**src/rtl/input_conditioner.sv**
```systemverilog
// Five-channel switch/button conditioner: 2-flop synchronizer per input,
// per-bit debounce counter, and a registered change pulse with a change mask.
// Outputs {X,Y,Z,K,M} are fully registered; no raw input reaches an output
// combinationally.
module input_conditioner #(
  parameter int unsigned DB_CYCLES = 4,
  parameter logic [4:0]  RST_VAL   = 5'b00000
) (
  input  logic       clk,
  input  logic       rst_n,
  input  logic       en,
  input  logic       x_raw,
  input  logic       y_raw,
  input  logic       z_raw,
  input  logic       k_raw,
  input  logic       m_raw,
  output logic       X,
  output logic       Y,
  output logic       Z,
  output logic       K,
  output logic       M,
  output logic       chg,
  output logic [4:0] chg_mask
);

  localparam int unsigned   CW       = $clog2(DB_CYCLES + 1);
  localparam logic [CW-1:0] CNT_LAST = CW'(DB_CYCLES - 1);
  localparam logic [CW-1:0] CNT_MAX  = CW'(DB_CYCLES);
  localparam logic [CW-1:0] CNT_ONE  = CW'(1);

  // Bit order everywhere is [4:0] = {X,Y,Z,K,M}.
  logic [4:0]    raw;
  logic [4:0]    s1_p0;
  logic [4:0]    s2_p1;
  logic [4:0]    stable_p2;
  logic [4:0]    stable_nxt;
  logic [4:0]    chg_mask_p2;
  logic          chg_p2;
  logic [CW-1:0] cnt_p2  [5];
  logic [CW-1:0] cnt_nxt [5];

  // Counter increment that can never wrap, even if the count logic is
  // ever reached with an out-of-range value.
  function automatic logic [CW-1:0] sat_inc(input logic [CW-1:0] v);
    return (v >= CNT_MAX) ? CNT_MAX : v + CNT_ONE;
  endfunction

  assign raw = {x_raw, y_raw, z_raw, k_raw, m_raw};

  // Stage p0/p1: two-flop synchronizer, runs regardless of en.
  always_ff @(posedge clk or negedge rst_n) begin
    if (!rst_n) begin
      s1_p0 <= RST_VAL;
      s2_p1 <= RST_VAL;
    end else begin
      s1_p0 <= raw;
      s2_p1 <= s1_p0;
    end
  end

  // Next-state debounce decision per bit; en low holds counts and levels.
  always_comb begin
    stable_nxt = stable_p2;
    for (int i = 0; i < 5; i++) begin
      cnt_nxt[i] = cnt_p2[i];
      if (en) begin
        if (s2_p1[i] == stable_p2[i]) begin
          cnt_nxt[i] = '0;
        end else if (cnt_p2[i] == CNT_LAST) begin
          stable_nxt[i] = s2_p1[i];
          cnt_nxt[i]    = '0;
        end else begin
          cnt_nxt[i] = sat_inc(cnt_p2[i]);
        end
      end
    end
  end

  // Stage p2: counters, stable levels and the change pulse update together.
  always_ff @(posedge clk or negedge rst_n) begin
    if (!rst_n) begin
      for (int i = 0; i < 5; i++) begin
        cnt_p2[i] <= '0;
      end
      stable_p2   <= RST_VAL;
      chg_mask_p2 <= 5'b00000;
      chg_p2      <= 1'b0;
    end else begin
      for (int i = 0; i < 5; i++) begin
        cnt_p2[i] <= cnt_nxt[i];
      end
      stable_p2   <= stable_nxt;
      chg_mask_p2 <= stable_nxt ^ stable_p2;
      chg_p2      <= |(stable_nxt ^ stable_p2);
    end
  end

  assign X        = stable_p2[4];
  assign Y        = stable_p2[3];
  assign Z        = stable_p2[2];
  assign K        = stable_p2[1];
  assign M        = stable_p2[0];
  assign chg      = chg_p2;
  assign chg_mask = chg_mask_p2;

endmodule

```
**config.mk**
```make
export PLATFORM = sky130hd
export DESIGN_NAME = input_conditioner
export DESIGN_NICKNAME = d
export VERILOG_FILES = /design/src/rtl/input_conditioner.sv
export SDC_FILE = /design/constraint.sdc
export NUM_CORES = 1
export LEC_CHECK = 0
export CORE_AREA = 2 2 53 55
export CTS_BUF_LIST = sky130_fd_sc_hd__clkbuf_8
export DETAILED_ROUTE_END_ITERATION = 12
export DIE_AREA = 0 0 55 57
export PLACE_DENSITY_LB_ADDON = 0.15
export SYNTH_ARGS = -nofsm -noshare
export SYNTH_HDL_FRONTEND = slang
export SYNTH_SLANG_ARGS = --single-unit
```
**constraint.sdc**
```tcl
create_clock -name clk -period 4.7 [get_ports clk]
set_clock_uncertainty 0.1 [all_clocks]
set_input_delay 0.705 -clock clk [delete_from_list [all_inputs] [get_ports clk]]
set_output_delay 0.705 -clock clk [all_outputs]
set_load 0.02 [all_outputs]
```
==> impl_metrics.json, run 1 <==
{
  "outcome": "completed",
  "fmax_ghz": 0.3874,
  "path_class": "in2reg",
  "r2r-end": "chg",
  "worst-path-max-fanout": 32,
  "die_x_um": 55,
  "hold_path.class": "reg2reg",
  "vias_per_cell": 5.128,
  "arrival_ns": 2.64,
  "synthToLayoutAreaGrowth_pct": 20.03,
  "timing.rr.start": "cnt_p2[12]",
  "maxCapViolCount": 0,
  "combPwrFrac": 0.317,
  "slew_violations": 0,
  "num_vias": 923,
  "dr.first_iter.drc_count": 9,
  "diodes": 0,
  "end_kind": "flip-flop",
  "fin_nets": 168,
  "synth_cells": 125,
  "seq_power_share": 0.454,
  "synth_area_um2": 1518,
  "holdBufCountCts": 0,
  "intPower_uw": 653.7,
  "cts_tree": "done",
  "final.setup.tns_ns": 0,
  "die_area_um2": 3135,
  "start_util": 0.5804,
  "clock_sinks": 36,
  "insertion_delay_ns": 0.28,
  "switching_share": 0.3224,
  "cts_max_path_buffers": 2,
  "ys_types": 20,
  "core_area_um2": 2615,
  "antenna_found_initial": 0,
  "grt.total_usage": 0.1855,
  "finalWirelength_mm": 2.348,
  "reg2regPathDepth": 5,
  "antenna_left": 0,
  "wire_per_inst_um": 13.04,
  "syn_nets": 145,
  "ys_warn_count": 0,
  "period_minus_slack_ns": 2.581,
  "io_pins": 19,
  "fp.dieH_um": 57,
  "synthFlopType": "dfrtp_1",
  "mostFrequentLayoutCells": "dfrtp_1 (36), clkdlybuf4s50_1 (18), inv_1 (12), ha_1 (12), nand2_1 (11)",
  "postCtsSetupRepairBufs": 0,
  "crit_path_start": "en",
  "clk_pin_slew_ns": 0.07,
  "hold_viol": 0,
  "setup_viol": 0,
  "rows": 19,
  "grt_pass1_wl_mm": 4.008,
  "drive_above_1_share": 0.1074,
  "cp.required_ns": 4.76,
  "cts_made_buffers": 5,
  "ys_seq_elements": 36,
  "drc": 0,
  "p_clk_frac": 0.229,
  "place_congestion": 0.7071,
  "globalRoute.totalOverflow": 0,
  "power.density_nw_per_um2": 529.5,
  "rsz0062_at_grt": "no",
  "ctsResizeCount": 0,
  "finalCritPeriodShare": 0.5491,
  "final_common_cell": "dfrtp_1",
  "synthArstFlopShare": 1.000,
  "grt_max_degree": 37,
  "critPathCapture": "chg",
  "htreeDepth": 2,
  "ir_worst_vdd_mv": 0.4537,
  "syn_area_per_cell_um2": 12.14,
  "maxSlewHeadroom": 0.3219,
  "final_core_util": 0.6967,
  "synth-seq-area-share": 0.5936,
  "critPathLaunchType": "input port",
  "synth_edf_count": 0,
  "first_pass_iters": 5,
  "cts_root_buf": "clkbuf_8",
  "grt_pass1_vias": 955,
  "r2r_setup_slack_ns": 2.99,
  "io_buffer_count": 18,
  "hpwlAfterDp_mm": 1.603,
  "switchingPower_uw": 311.0,
  "tightestPinTransition_ns": 1.014,
  "leakage_uw": 0.0008615
}
## final cells by class
type	instances	area (µm²)
fillers	198	793.3
clock buffers	6	82.58
clock inverters	2	10.01
inverters	12	45.04
well taps	31	38.79
multi-input cells	74	556.8
repair buffers	19	187.7
flip-flops and latches	36	900.9
## state kept, by name (all words and copies together) (netlist names)
name / cells
cnt_p2: 15
chg_mask: 5
s1_p0: 5
s2_p1: 5
stable_p2: 5
chg: 1
## power groups by stage
stage	registers [µW]	clock network (µW)	logic (µW)
3_3_place_gp	439	0	288
4_1_cts	440	228	310
2_1_floorplan	461	0	182
3_5_place_dp	445	0	305
5_1_grt	449	243	346
6_report	438	221	306
## cells in the mapped netlist (3+ instances only)
master    count  area, µm²
a21oi_1       3      15.01
inv_1        12      45.04
nor2_1        5      18.77
dfrtp_1      36      900.9
xnor2_1       3      26.28
nand2_1      11      41.29
o21a_1        3      22.52
ha_1         12      150.1
buf_2         3      15.01
o22ai_1       6      37.54
mux2_2        5      56.30
nand2b_1      8      50.05
or3_1         5      31.28
o21ai_0       3      15.01
## stage by stage
| step | std cells | power, µW | instance area [µm²] | hold WS, ns | setup WS [ns] |
|---|---|---|---|---|---|
| floorplan | 125 | 643.2 | 1518 | 0.2312 | 3.070 |
| detailed placement | 172 | 750.0 | 1729 | 0.2355 | 1.840 |
| global route | 180 | 1038 | 1822 | 0.2570 | 2.021 |
| global placement | 172 | 727.1 | 1729 | 0.2325 | 1.919 |
| CTS | 180 | 977.5 | 1822 | 0.2504 | 2.143 |
| finish | 180 | 964.7 | 1822 | 0.2488 | 2.119 |
## critical path: stages
cell             delay (ns)
clkdlybuf4s50_1        0.94
nand3b_1               0.38
nor2_1                 0.09
or4_1                  0.52
## kinds of logic (layout without fill, tap and decap cells)
group	Yosys count	count (layout)	synth area share
DFF	36	36	0.5936
xor gates and xnor gates	5	5	0.03875
AOI/OAI and AO/OA	18	18	0.07254
and+or+nand+nor	33	33	0.1129
muxes	6	6	0.04369
adders and majority gates	12	12	0.09893
buffers and inverters	15	39	0.03957
## worst min-delay path by stage
| stage | from | cells after the start | slack [ns] | end |
|---|---|---|---|---|
| global route | s1_p0[1] | 0 | 0.26 | s2_p1[1] |
| detailed placement | s1_p0[1] | 0 | 0.24 | s2_p1[1] |
| CTS | s1_p0[1] | 0 | 0.25 | s2_p1[1] |
| global placement | s1_p0[4] | 0 | 0.23 | s2_p1[4] |
| floorplan | s1_p0[0] | 0 | 0.23 | s2_p1[0] |
| finish | s1_p0[1] | 0 | 0.25 | s2_p1[1] |
## metal layers
layer  track usage  vias up  wire (µm)
li1              -      455          -
met1        0.2186      448       1028
met2        0.2959       18       1206
met3       0.07068        2         91
met4       0.08362        0         21
met5             0        -          0
Power figures use the tool's default switching activity.
==> inputs of run 2 (changes only) <==
Settings changed: CORE_AREA 2 2 53 55 to 2 2 56 58, DIE_AREA 0 0 55 57 to 0 0 58 60.
Clock period 4.7 ns to 2.45 ns, I/O delays scaled along.
==> impl_metrics.json, run 2 (synthesis gave the netlist of run 1 again) <==
{
  "fmax_ghz": 0.5544,
  "critPathLaunchType": "flip-flop",
  "start_util": 0.5228,
  "maxCapViolCount": 0,
  "cpMaxStageDelayCell": "clkdlybuf4s50_1",
  "hold_path.class": "reg2reg",
  "cp_top_family": "buffers and inverters",
  "slew_violations": 0,
  "rows": 20,
  "place_congestion": 0.7824,
  "final.setup.tns_ns": 0,
  "fp.dieH_um": 60,
  "first_pass_iters": 4,
  "fin_ws_ns": 0.6462,
  "path_buf_inv": 1,
  "period_minus_slack_ns": 1.804,
  "leakage_uw": 0.0008749,
  "place_ws_ns": 0.3944,
  "die_x_um": 58,
  "rsz0062_at_grt": "no",
  "end_kind": "output pin",
  "clk_pin_slew_ns": 0.07,
  "path_class": "reg2out",
  "diodes": 0,
  "drive_above_1_share": 0.1192,
  "fin_nets": 170,
  "worst-path-max-fanout": 3,
  "drc": 0,
  "synthToLayoutAreaGrowth_pct": 22.67,
  "grt_pass1_wl_mm": 4.429,
  "io_pins": 19,
  "globalRoute.totalOverflow": 0,
  "cts_max_path_buffers": 2,
  "outcome": "completed",
  "antenna_found_initial": 0,
  "dr.first_iter.drc_count": 25,
  "ctsResizeCount": 0,
  "maxSlewHeadroom": 0.7076,
  "cp.required_ns": 1.98,
  "power.density_nw_per_um2": 1042,
  "antenna_left": 0,
  "grt_max_degree": 37,
  "tightestPinTransition_ns": 0.4387,
  "mostFrequentLayoutCells": "dfrtp_1 (36), clkdlybuf4s50_1 (18), inv_1 (12), ha_1 (12), nand2_1 (11)",
  "htreeDepth": 2,
  "n_fill_cell": 222,
  "largest-register": "cnt_p2",
  "grt_pass1_vias": 1018,
  "io_buffer_count": 18,
  "cts_made_buffers": 5,
  "ir_worst_vdd_mv": 0.8176,
  "core_area_um2": 2903,
  "largest_reg_flops": 15,
  "cts_root_buf": "clkbuf_8",
  "final_common_cell": "dfrtp_1",
  "num_vias": 949,
  "finalCritPeriodShare": 0.7362,
  "vias_per_cell": 5.158,
  "die_area_um2": 3480,
  "crit_chain": "clkdlybuf4s50_1",
  "postCtsSetupRepairBufs": 0,
  "clock_sinks": 36,
  "worst_path_largest_cell_delay_ns": 0.63,
  "grt.total_usage": 0.1779,
  "arrival_ns": 1.34,
  "holdBufCountCts": 0,
  "setup_viol": 0,
  "hpwlAfterDp_mm": 1.759,
  "cts_tree": "done",
  "wire_per_inst_um": 13.46,
  "insertion_delay_ns": 0.29,
  "hold_viol": 0,
  "finalWirelength_mm": 2.476
}
## run 2: path summary, 6_finish.rpt
check	cells past startpoint	slack, ns	start	end
min in group asynchronous	2	0.38	rst_n	cnt_p2[11]
min	0	0.25	s1_p0[3]	s2_p1[3]
max in group asynchronous	2	1.56	rst_n	stable_p2[4]
max	1	0.65	stable_p2[3]	Y
min reg2reg	0	0.25	s1_p0[3]	s2_p1[3]
max reg2reg	5	0.75	cnt_p2[12]	chg
## run 2: stage by stage
step,hold slack (ns),util,power [µW],std cells,area [µm²]
global route,0.2572,0.6414,2080,184,1862
CTS,0.2524,0.6414,1967,184,1862
floorplan,-0.02809,-,1234,125,1518
finish,0.2511,0.6414,1939,184,1862
detailed placement,0.2347,0.6017,1433,176,1747
global placement,0.2322,0.6017,1396,176,1747
## run 2: where the power goes
| group | internal, µW | total, µW | switching, µW |
|---|---|---|---|
| clock | 306 | 523 | 217 |
| combinational | 291 | 575 | 284 |
| sequential | 738 | 841 | 103 |
## run 2: final cells by class
cell class / count / area [µm²] / area share
Clock buffer: 5 / 68.82 / 0.03696
Clock inverter: 3 / 46.29 / 0.02487
Inverter: 12 / 45.04 / 0.02419
Multi-Input combinational cell: 74 / 556.8 / 0.2991
Sequential cell: 36 / 900.9 / 0.4839
Tap cell: 33 / 41.29 / 0.02218
Timing Repair Buffer: 21 / 202.7 / 0.1089
## run 2: metal layers
metal | wire (µm) | vias to the layer above | track usage
met5 | 0 | - | 0
met4 | 76 | 0 | 0.1096
met3 | 87 | 7 | 0.04113
met2 | 1243 | 16 | 0.2906
met1 | 1070 | 462 | 0.2143
li1 | - | 464 | -
